[config.mk]
export PLATFORM = sky130hd
export DESIGN_NAME = buzzer_melody_sequencer
export DESIGN_NICKNAME = d
export VERILOG_FILES = /design/src/rtl/buzzer_melody_sequencer.sv
export SDC_FILE = /design/constraint.sdc
export NUM_CORES = 1
export LEC_CHECK = 0
export BUFFER_PORTS_ARGS = -buffer_cell sky130_fd_sc_hd__buf_2
export CORE_UTILIZATION = 50
export CTS_BUF_LIST = sky130_fd_sc_hd__clkbuf_8
export CTS_CLUSTER_DIAMETER = 60
export CTS_CLUSTER_SIZE = 12
export DETAILED_ROUTE_END_ITERATION = 12
export GPL_TIMING_DRIVEN = 0
export PLACE_DENSITY = 0.67
export SYNTH_ARGS = -nofsm -noshare
export SYNTH_HDL_FRONTEND = slang
export SYNTH_SLANG_ARGS = --single-unit
[constraint.sdc]
create_clock -name clk -period 6.75 [get_ports clk]
set_input_delay 1.0125 -clock clk [delete_from_list [all_inputs] [get_ports clk]]
set_output_delay 1.0125 -clock clk [all_outputs]
set_load 0.005 [all_outputs]
[src/rtl/buzzer_melody_sequencer.sv]
// Plays an 8-entry note table (C4..B4, rest) as a square wave with a silent gap after each entry.
// Start-to-busy latency is 1 cycle, all outputs are registered, and there is no backpressure (start while busy is dropped).
module buzzer_melody_sequencer #(
    parameter int CLK_HZ     = 100000000,
    parameter int NOTE_TICKS = 25000000,
    parameter int GAP_TICKS  = 2500000
) (
    input  logic       clk,
    input  logic       rst,
    input  logic       start,
    input  logic       stop,
    input  logic       loop_en,
    output logic       buzzer,
    output logic       busy,
    output logic       done,
    output logic [2:0] note_idx
);

    localparam int HALF_MAX = CLK_HZ / (2 * 261);
    localparam int TW       = (HALF_MAX > 1) ? $clog2(HALF_MAX) : 1;
    localparam int DUR_MAX  = (NOTE_TICKS > GAP_TICKS) ? NOTE_TICKS : GAP_TICKS;
    localparam int DW       = (DUR_MAX > 1) ? $clog2(DUR_MAX) : 1;

    typedef enum logic [1:0] {S_IDLE, S_TONE, S_GAP} state_t;

    state_t          state_q, state_d;
    logic [DW-1:0]   dur_q, dur_d;
    logic [TW-1:0]   tone_q, tone_d;
    logic            buzz_q, buzz_d;
    logic            busy_q, busy_d;
    logic            done_q, done_d;
    logic [2:0]      idx_q, idx_d;
    logic [TW-1:0]   half_m1;

    // Terminal value of the pitch counter (HALF-1) for each table entry.
    function automatic logic [TW-1:0] half_last(input logic [2:0] idx);
        case (idx)
            3'd0:    return TW'(CLK_HZ / (2 * 261) - 1);
            3'd1:    return TW'(CLK_HZ / (2 * 294) - 1);
            3'd2:    return TW'(CLK_HZ / (2 * 329) - 1);
            3'd3:    return TW'(CLK_HZ / (2 * 349) - 1);
            3'd4:    return TW'(CLK_HZ / (2 * 392) - 1);
            3'd5:    return TW'(CLK_HZ / (2 * 440) - 1);
            3'd6:    return TW'(CLK_HZ / (2 * 493) - 1);
            default: return '0;
        endcase
    endfunction

    assign half_m1 = half_last(idx_q);

    always_comb begin
        state_d = state_q;
        dur_d   = dur_q;
        tone_d  = tone_q;
        buzz_d  = buzz_q;
        busy_d  = busy_q;
        done_d  = 1'b0;
        idx_d   = idx_q;
        case (state_q)
            S_IDLE: begin
                buzz_d = 1'b0;
                busy_d = 1'b0;
                dur_d  = '0;
                tone_d = '0;
                if (start && !stop) begin
                    state_d = S_TONE;
                    busy_d  = 1'b1;
                    idx_d   = 3'd0;
                end
            end
            S_TONE: begin
                if (stop) begin
                    state_d = S_IDLE;
                    busy_d  = 1'b0;
                    buzz_d  = 1'b0;
                    idx_d   = 3'd0;
                    dur_d   = '0;
                    tone_d  = '0;
                end else if (dur_q == DW'(NOTE_TICKS - 1)) begin
                    state_d = S_GAP;
                    dur_d   = '0;
                    tone_d  = '0;
                    buzz_d  = 1'b0;
                end else begin
                    dur_d = dur_q + DW'(1);
                    if (idx_q == 3'd7) begin
                        buzz_d = 1'b0;
                        tone_d = '0;
                    end else if (tone_q == half_m1) begin
                        tone_d = '0;
                        buzz_d = ~buzz_q;
                    end else begin
                        tone_d = tone_q + TW'(1);
                    end
                end
            end
            S_GAP: begin
                buzz_d = 1'b0;
                tone_d = '0;
                if (stop) begin
                    state_d = S_IDLE;
                    busy_d  = 1'b0;
                    idx_d   = 3'd0;
                    dur_d   = '0;
                end else if (dur_q == DW'(GAP_TICKS - 1)) begin
                    dur_d = '0;
                    if (idx_q != 3'd7) begin
                        state_d = S_TONE;
                        idx_d   = idx_q + 3'd1;
                    end else if (loop_en) begin
                        state_d = S_TONE;
                        idx_d   = 3'd0;
                    end else begin
                        state_d = S_IDLE;
                        busy_d  = 1'b0;
                        idx_d   = 3'd0;
                        done_d  = 1'b1;
                    end
                end else begin
                    dur_d = dur_q + DW'(1);
                end
            end
            default: begin
                state_d = S_IDLE;
                busy_d  = 1'b0;
                buzz_d  = 1'b0;
                idx_d   = 3'd0;
                dur_d   = '0;
                tone_d  = '0;
            end
        endcase
    end

    always_ff @(posedge clk) begin
        if (rst) begin
            state_q <= S_IDLE;
            dur_q   <= '0;
            tone_q  <= '0;
            buzz_q  <= 1'b0;
            busy_q  <= 1'b0;
            done_q  <= 1'b0;
            idx_q   <= 3'd0;
        end else begin
            state_q <= state_d;
            dur_q   <= dur_d;
            tone_q  <= tone_d;
            buzz_q  <= buzz_d;
            busy_q  <= busy_d;
            done_q  <= done_d;
            idx_q   <= idx_d;
        end
    end

    assign buzzer   = buzz_q;
    assign busy     = busy_q;
    assign done     = done_q;
    assign note_idx = idx_q;

endmodule

**Yosys cells after proc, flatten, opt, wreduce, memory -nomap -nowiden**

Index checks and enable logic that the tools add are counted.

- Multiply operators: 0
- Divide/modulo/power cells: 0
- Shift operators: 0
- Equal/unequal tests: 19
- Reduce and logical (&&, ||, !) cells: 10
- Magnitude comparators: 0
- Add/sub/neg operators: 3
- Mux-type cells: 28
- Bitwise gates (word level): 4

Operator list:

| kind | number |
|---|---|
| $pmux W18 S7 | 1 |
| $mux W25 | 4 |
| $pmux W25 S2 | 1 |
| $add A25 B1 Y25 const B | 1 |
| $eq A25 B22 Y1 const B | 1 |
| $eq A25 B25 Y1 const B | 1 |
| $add A18 B1 Y18 const B | 1 |
| $eq A18 B18 Y1 | 1 |
| $mux W3 | 5 |
| $ne A3 B3 Y1 const B | 5 |
| $eq A3 B3 Y1 const B | 4 |
| $mux W2 | 5 |
| $reduce_or A5 Y1 | 2 |
| $mux W1 | 9 |
| $pmux W3 S3 | 1 |
| $eq A3 B2 Y1 const B | 2 |
| $pmux W2 S3 | 1 |
| $reduce_and A3 Y1 | 2 |
| $reduce_or A6 Y1 | 1 |
| $ne A2 B2 Y1 const B | 2 |
| $not A1 Y1 | 4 |
| $reduce_and A4 Y1 | 1 |
| $add A3 B1 Y3 const B | 1 |
| $eq A3 B1 Y1 const B | 1 |
| 7 further kinds | 7 |

- Bits in read-only memories: 0
- Bits in writable memories: 0
- Bits in latches: 0
- Logic and storage cells: 71
- Input port bits: 5
- Register bits: 51
- Memories: 0

**Longest topological paths before layout**

Gate-level depths: netlist of run 1.

- Depth in word-level cells: 5
- Depth in mapped cells: 12

**Worst setup path after synthesis of run 1**

Ideal clock, no wire load.

- Path kind: reg2reg
- Start point: register idx_q[2] (netlist: note_idx[2])
- End point: register tone_q[11]
- Library setup time: 0.115 ns
- Setup slack: 3.872 ns
- Data required time: 6.635 ns
- Arrival: 2.764 ns
- Clock period less this slack: 2.878 ns
- Stages on the path, launching flop included: 13
- Cell sequence: dfxtp_1 > clkbuf_1 > inv_1 > ha_1 > clkbuf_1 > nor4_1 > or3b_1 > a41oi_1 > nor4_1 > nand4_1 > o21ai_2 > buf_4 > nor2_1

- Cells in the longest elaborated chain, start to end: 4
- Elaborated cells between the ends (all ways): 11

Ends and longest elaborated chain:

| what | RTL line | text |
|---|---|---|
| start: declaration | 32 | `logic [2:0] idx_q, idx_d;` |
| start signal: assignment | 150 | `idx_q <= idx_d;` |
| $eq A3 B3 Y1, or another cell as far along | 37 | `case (idx)` |
| $pmux W18 S7 | 37 |  |
| $eq A18 B18 Y1 | 89 | `end else if (tone_q == half_m1) begin` |
| $reduce_or A6 Y1 (no line) * | n/a |  |
| end signal: assignment | 146 | `tone_q <= tone_d;` |
| end: declaration | 28 | `logic [TW-1:0] tone_q, tone_d;` |

Every way passes the cells marked *; elsewhere a longest branch is shown, timed or not.
A chain may end at the register's enable or synchronous reset.

**Worst setup path after layout of run 1**

- Start point: register idx_q[2] (netlist: note_idx[2])
- End point: register tone_q[0]

The elaborated chain is that of the path after synthesis.

==> results of run 1 <==
cells by family after synthesis:
kind of cell             Yosys count  synth area share, %
buffers and inverters             30                 4.04
flip-flops                        51                 35.1
adder cells (fa/ha/maj)           12                 5.16
AO/OA/AOI/OAI                     48                 11.0
multiplexers                       3                 1.07
AND/OR/NAND/NOR                  183                 30.7
XOR/XNOR                          43                 12.9
placed cells by master, fill, tap and decap left out, types with 3 or more instances in the layout:
master / count
ha_1: 12
nor4_1: 8
dfxtp_1: 51
clkbuf_8: 5
clkbuf_1: 12
o21a_1: 3
nor3_1: 6
nor2_1: 70
nand4_1: 12
nor2b_1: 5
xnor2_1: 18
nand2_1: 29
o31ai_1: 3
nand3_1: 22
inv_1: 14
and3_1: 8
nor4b_1: 3
buf_2: 10
a21oi_1: 8
o21ai_0: 13
xor2_1: 25
or3_1: 7
worst paths after layout:
check | startpoint | end | slack (ns) | cells past startpoint
max | note_idx[2]$_SDFFE_PP0P_ | tone_q[0]$_SDFF_PP0_ | 2.92 | 12
max reg2reg | note_idx[2]$_SDFFE_PP0P_ | tone_q[0]$_SDFF_PP0_ | 2.92 | 12
min reg2reg | dur_q[0]$_SDFF_PP0_ | dur_q[0]$_SDFF_PP0_ | 0.47 | 1
min | dur_q[0]$_SDFF_PP0_ | dur_q[0]$_SDFF_PP0_ | 0.47 | 1
registers in the layout, indices dropped and copies added (netlist names):
signal and count:
busy 1, state_q 2, done 1, dur_q 25, note_idx 3, tone_q 18, buzzer 1
final cells by class:
cell class,instances,area (um^2)
Buffer,16,65.1
Clock buffer,5,68.8
Clock inverter,3,23.8
Fill cell,540,2430
Inverter,14,52.6
Multi-Input combinational cell,289,1770
Sequential cell,51,1020
Tap cell,72,90.1
Timing Repair Buffer,9,45.0
per-layer routing:
layer  vias to the layer above  share of wire, %  wire length [um]
li1                       1305                 -                 -
met2                        47                46              2920
met5                         -                 0                 0
met4                         0               2.6               164
met3                        11               3.8               241
met1                      1185                47              3000
report_power, final:
group          switching (uW)  total, uW  leakage [uW]  internal (uW)
Combinational            48.2       76.0      0.000580           27.8
Sequential               7.08        314      0.000411            307
Clock                     108        183     0.0000461           75.0
Total                     163        573       0.00104            410
critical path: stages, from the launching register on:
cell,delay (ns)
dfxtp_1,0.50
clkbuf_1,0.41
inv_1,0.19
ha_1,0.23
clkbuf_1,0.20
nor4_1,0.59
or3b_1,0.21
a41oi_1,0.13
nor4_1,0.27
nand4_1,0.20
o21ai_2,0.47
buf_4,0.27
nor2_1,0.05
through the flow:
step / power [uW] / setup slack, ns / hold WS, ns / utilization, % / area, um^2
2_1_floorplan: 377 / 3.87 / 0.430 / - / 2910
3_3_place_gp: 393 / 3.01 / 0.440 / 54.7 / 3050
3_5_place_dp: 396 / 2.99 / 0.452 / 54.7 / 3050
4_1_cts: 579 / 2.98 / 0.477 / 56.3 / 3140
5_1_grt: 603 / 2.66 / 0.488 / 56.3 / 3140
6_report: 573 / 2.92 / 0.472 / 56.3 / 3140
==> impl_metrics.yaml, run 1 <==
timing:
  finalHoldViolCount: 0
  clock_skew_ns: 0.00936
  max_freq_mhz: 261
  setup_violations: 0
  rsz0062_at_grt: "false"
  max_slew_margin_pct: 49.2
  slew_violations: 0
  final.setup.tns_ns: 0
  tightest_slew_ns: 0.756
  finalCriticalPeriod_ns: 3.83
  fin_crit_sh_pct: 56.7
finish:
  final_cells: 459
  drive_gt1_share_pct: 6.72
  layout.nets: 403
  antennaDiodeCount: 0
  syn2layout_area_growth_pct: 7.82
logic_synthesis:
  netlist_top_cells_area: "dfxtp_1 (35%), nor2_1 (9.0%), xor2_1 (7.5%)"
  synth_top_area_share_pct: 35.1
  postSynthAreaPerCell_um2: 7.87
  synth_common_cells: "nor2_1 (70), dfxtp_1 (51), nand2_1 (29)"
  yosysWarnings: 0
  postSynthCellCount: 370
  synth.distinct_cells: 50
  syn_nets: 387
  synth_area_um2: 2910
  synth_area_leader_cell: "dfxtp_1"
  synth-seq-cells: 51
  ys_seq_area_share_pct: 35.1
  synthArstFlopShare_pct: 0
  synth_edf_count: 0
  yosysMostFrequentCell: "nor2_1"
  ys.flop_type: "dfxtp_1"
routing:
  via_per_inst: 5.55
  routed_wl_mm: 6.33
  num_vias: 2548
  antenna_left: 0
  drt_iter0_drc: 143
  detailedRoute.firstPassIterationCount: 4
  drc: 0
  wl_per_cell_um: 13.8
cts:
  clk_pin_slew_ns: 0.10
  clock-root-buffer: "clkbuf_8"
  cts.repair.resized: 0
  tritoncts: "done"
  post_cts_buffers: 0
  cts_buffers: 5
  cts.sinks: 51
  postCtsHoldBufs: 0
  clockBufferDepth: 2
  htreeDepth: 2
  worstSkewPairLatency_ns: 0.31
global_route:
  met1_usage_pct: 28.8
  use_met3_pct: 3.95
  grt_util_all_layers_pct: 22.2
  grt_max_degree: 18
  grt_pass1_vias: 2412
  grt.overflow.total: 0
  gr-usage-met2_pct: 36.1
  grt.busiest_layer: "met2"
  antenna_found_initial: 0
  grt_pass1_wl_mm: 10.8
floorplanning:
  dieHeight_um: 78.3
  ios: 11
  die_x_um: 78.3
  std_cell_rows: 27
  coreArea_um2: 5570
  initial_core_util_pct: 52.2
  fp.dieArea_um2: 6130
worst_hold_path:
  hp-class: "flop to flop"
placed_design:
  gp_congestion: 0.829
  numPortBuffers: 9
  placed_cells: 451
  hpwl_mm: 4.58
run:
  maxCapViolations: 0
power_and_ir_drop:
  power_leakage_uw: 0.00104
  power_density_nw_per_um2: 182
  ir_worst_vdd_uv: 120
worst_setup_path:
  worstSetupStartpointType: "flop"
  crit_path_end_kind: "flop"
  crit_fanout: 10
  critPathArrivalTime_ns: 4.03
  cp.required_ns: 6.95
  worst-setup-path-type: "flop to flop"
outcome:
  outcome: "finished clean"
No activity file was read; power rests on OpenSTA's default activity.
==> run 2, diff against run 1 <==
==> constraint.sdc (replaced) <==
create_clock -name clk -period 3.9 [get_ports clk]
set_input_delay 0.585 -clock clk [delete_from_list [all_inputs] [get_ports clk]]
set_output_delay 0.585 -clock clk [all_outputs]
set_load 0.005 [all_outputs]
==> run 2 against run 1 <==
Register-to-register slack lost 2.6 ns. Utilization rose by 0.11 points. Worst setup slack worse by 2.6 ns. Critical endpoint unchanged. Largest cell class unchanged.
==> impl_metrics.yaml, run 2 (synthesized netlist as in run 1, its figures left out) <==
outcome:
  outcome: "finished clean"
timing:
  max_freq_mhz: 277
  max_slew_margin_pct: 49.4
  slew_violations: 0
  finalHoldViolCount: 0
  rsz0062_at_grt: "false"
  tightest_slew_ns: 0.753
  finalCriticalPeriod_ns: 3.61
  fin_crit_sh_pct: 92.6
  final.setup.tns_ns: 0
  setup_violations: 0
  clock_skew_ns: 0.0101
placed_design:
  postPlaceCellArea_um2: 3050
  numPortBuffers: 9
  gp_congestion: 0.829
  hpwl_mm: 4.58
global_route:
  gr-usage-met2_pct: 36.1
  met1_usage_pct: 28.8
  use_met3_pct: 3.95
  grt_pass1_wl_mm: 10.8
  grt_pass1_vias: 2412
  grt.overflow.total: 0
  grt_util_all_layers_pct: 22.2
  grt_max_degree: 18
  antenna_found_initial: 0
  grt.busiest_layer: "met2"
finish:
  final_common_cell: "nor2_1"
  largest_register: "dur_q"
  layout_common_cells: "nor2_1 (70), dfxtp_1 (51), nand2_1 (29)"
  largest_reg_flops: 25
  fin_area_um2: 3150
  antennaDiodeCount: 0
  n_fill_cell: 539
  syn2layout_area_growth_pct: 8.04
  drive_gt1_share_pct: 6.98
  layout.nets: 403
floorplanning:
  coreArea_um2: 5570
  initial_core_util_pct: 52.2
  fp.dieArea_um2: 6130
  std_cell_rows: 27
  die_x_um: 78.3
  dieHeight_um: 78.3
  ios: 11
routing:
  num_vias: 2561
  wl_per_cell_um: 13.7
  detailedRoute.firstPassIterationCount: 4
  via_per_inst: 5.58
  drc: 0
  antenna_left: 0
  drt_iter0_drc: 142
  routed_wl_mm: 6.31
worst_setup_path:
  crit_start: "note_idx[2]$_SDFFE_PP0P_"
  worstSetupStartpointType: "flop"
  cp.required_ns: 4.10
  critPathTopFamily: "simple AND/OR/NAND/NOR gates"
  cp_common_cell: "clkbuf_1"
  rr_startpoint: "note_idx[2]$_SDFFE_PP0P_"
  crit_fanout: 10
  path_cells: "clkbuf_1 -> inv_1 -> ha_1 -> clkbuf_1 -> nor4_2 -> or3b_1 -> a41oi_1 -> nor4_1 -> nand4_1 -> o21ai_2 -> buf_4 -> nor2_1"
  critPathArrivalTime_ns: 3.81
  critical_path.max_stage_delay_ns: 0.50
  slowest_stage: "dfxtp_1"
  worst-setup-path-type: "flop to flop"
  path_buf_inv: 4
  crit_path_end_kind: "flop"
cts:
  htreeDepth: 2
  postCtsHoldBufs: 0
  cts.sinks: 51
  cts_buffers: 5
  tritoncts: "done"
  worstSkewPairLatency_ns: 0.31
  clockBufferDepth: 2
  clk_pin_slew_ns: 0.10
  clock-root-buffer: "clkbuf_8"
power_and_ir_drop:
  clkPwrFrac_pct: 31.8
  power_frac_seq_pct: 54.9
  switchingPower_uw: 281
  power_leakage_uw: 0.00104
  power_density_nw_per_um2: 315
  p_comb_share_pct: 13.3
  cell_internal_pwr_uw: 709
  p_total_uw: 990
  ir_worst_vdd_uv: 210
  switching_share_pct: 28.4
worst_hold_path:
  min_from: "dur_q[0]$_SDFF_PP0_"
  hp-class: "flop to flop"
run:
  maxCapViolations: 0
-- run 2: final timing paths --
| check | endpoint | slack [ns] | cells past startpoint |
|---|---|---|---|
| min | dur_q[0]$_SDFF_PP0_ | 0.47 | 1 |
| max reg2reg | tone_q[0]$_SDFF_PP0_ | 0.29 | 12 |
| min reg2reg | dur_q[0]$_SDFF_PP0_ | 0.47 | 1 |
| max | tone_q[0]$_SDFF_PP0_ | 0.29 | 12 |
-- run 2: layout make-up --
class / count / area [um^2] / share of cell area (%)
flip-flops and latches: 51 / 1020 / 32.5
clock buffers: 5 / 68.8 / 2.19
well taps: 72 / 90.1 / 2.86
clock inverters: 3 / 23.8 / 0.756
multi-input cells: 289 / 1780 / 56.6
inverters: 14 / 52.6 / 1.67
repair buffers: 9 / 45.0 / 1.43
plain buffers: 16 / 65.1 / 2.07
-- run 2: per-layer routing --
metal | routed length [um] | up-vias
li1 | - | 1308
met1 | 2980 | 1188
met2 | 2910 | 54
met3 | 260 | 11
met4 | 164 | 0
met5 | 0 | -
-- run 2: power by group through the flow --
stage          registers [uW]  logic (uW)  clock network (uW)
3_5_place_dp              555         130                   0
6_report                  544         131                 315
2_1_floorplan             552         100                   0
5_1_grt                   545         151                 348
4_1_cts                   543         130                 330
3_3_place_gp              555         126                   0
-- run 2: timing repair --
item / CTS / global route
gates resized for setup: 0 / 1
setup endpoints to repair: 0 / 10
hold endpoints to repair: 0 / 0
setup buffers: 0 / 0
-- run 2: worst reg2reg max path: cells and delay by family (launching register included) --
| family | cells | cell delay, ns |
|---|---|---|
| buffers and inverters | 4 | 1.07 |
| and+or+nand+nor | 5 | 1.10 |
| AOI/OAI and AO/OA | 2 | 0.60 |
| DFF | 1 | 0.50 |
| adders and majority gates | 1 | 0.23 |
-- run 2: through the flow --
stage / cells / util, % / hold WS [ns] / worst slack [ns]
3_3_place_gp: 451 / 54.7 / 0.440 / 0.165
3_5_place_dp: 451 / 54.7 / 0.452 / 0.142
2_1_floorplan: 370 / - / 0.430 / 1.02
4_1_cts: 459 / 56.3 / 0.477 / 0.128
5_1_grt: 459 / 56.4 / 0.488 / 0.0437
6_report: 459 / 56.4 / 0.472 / 0.290
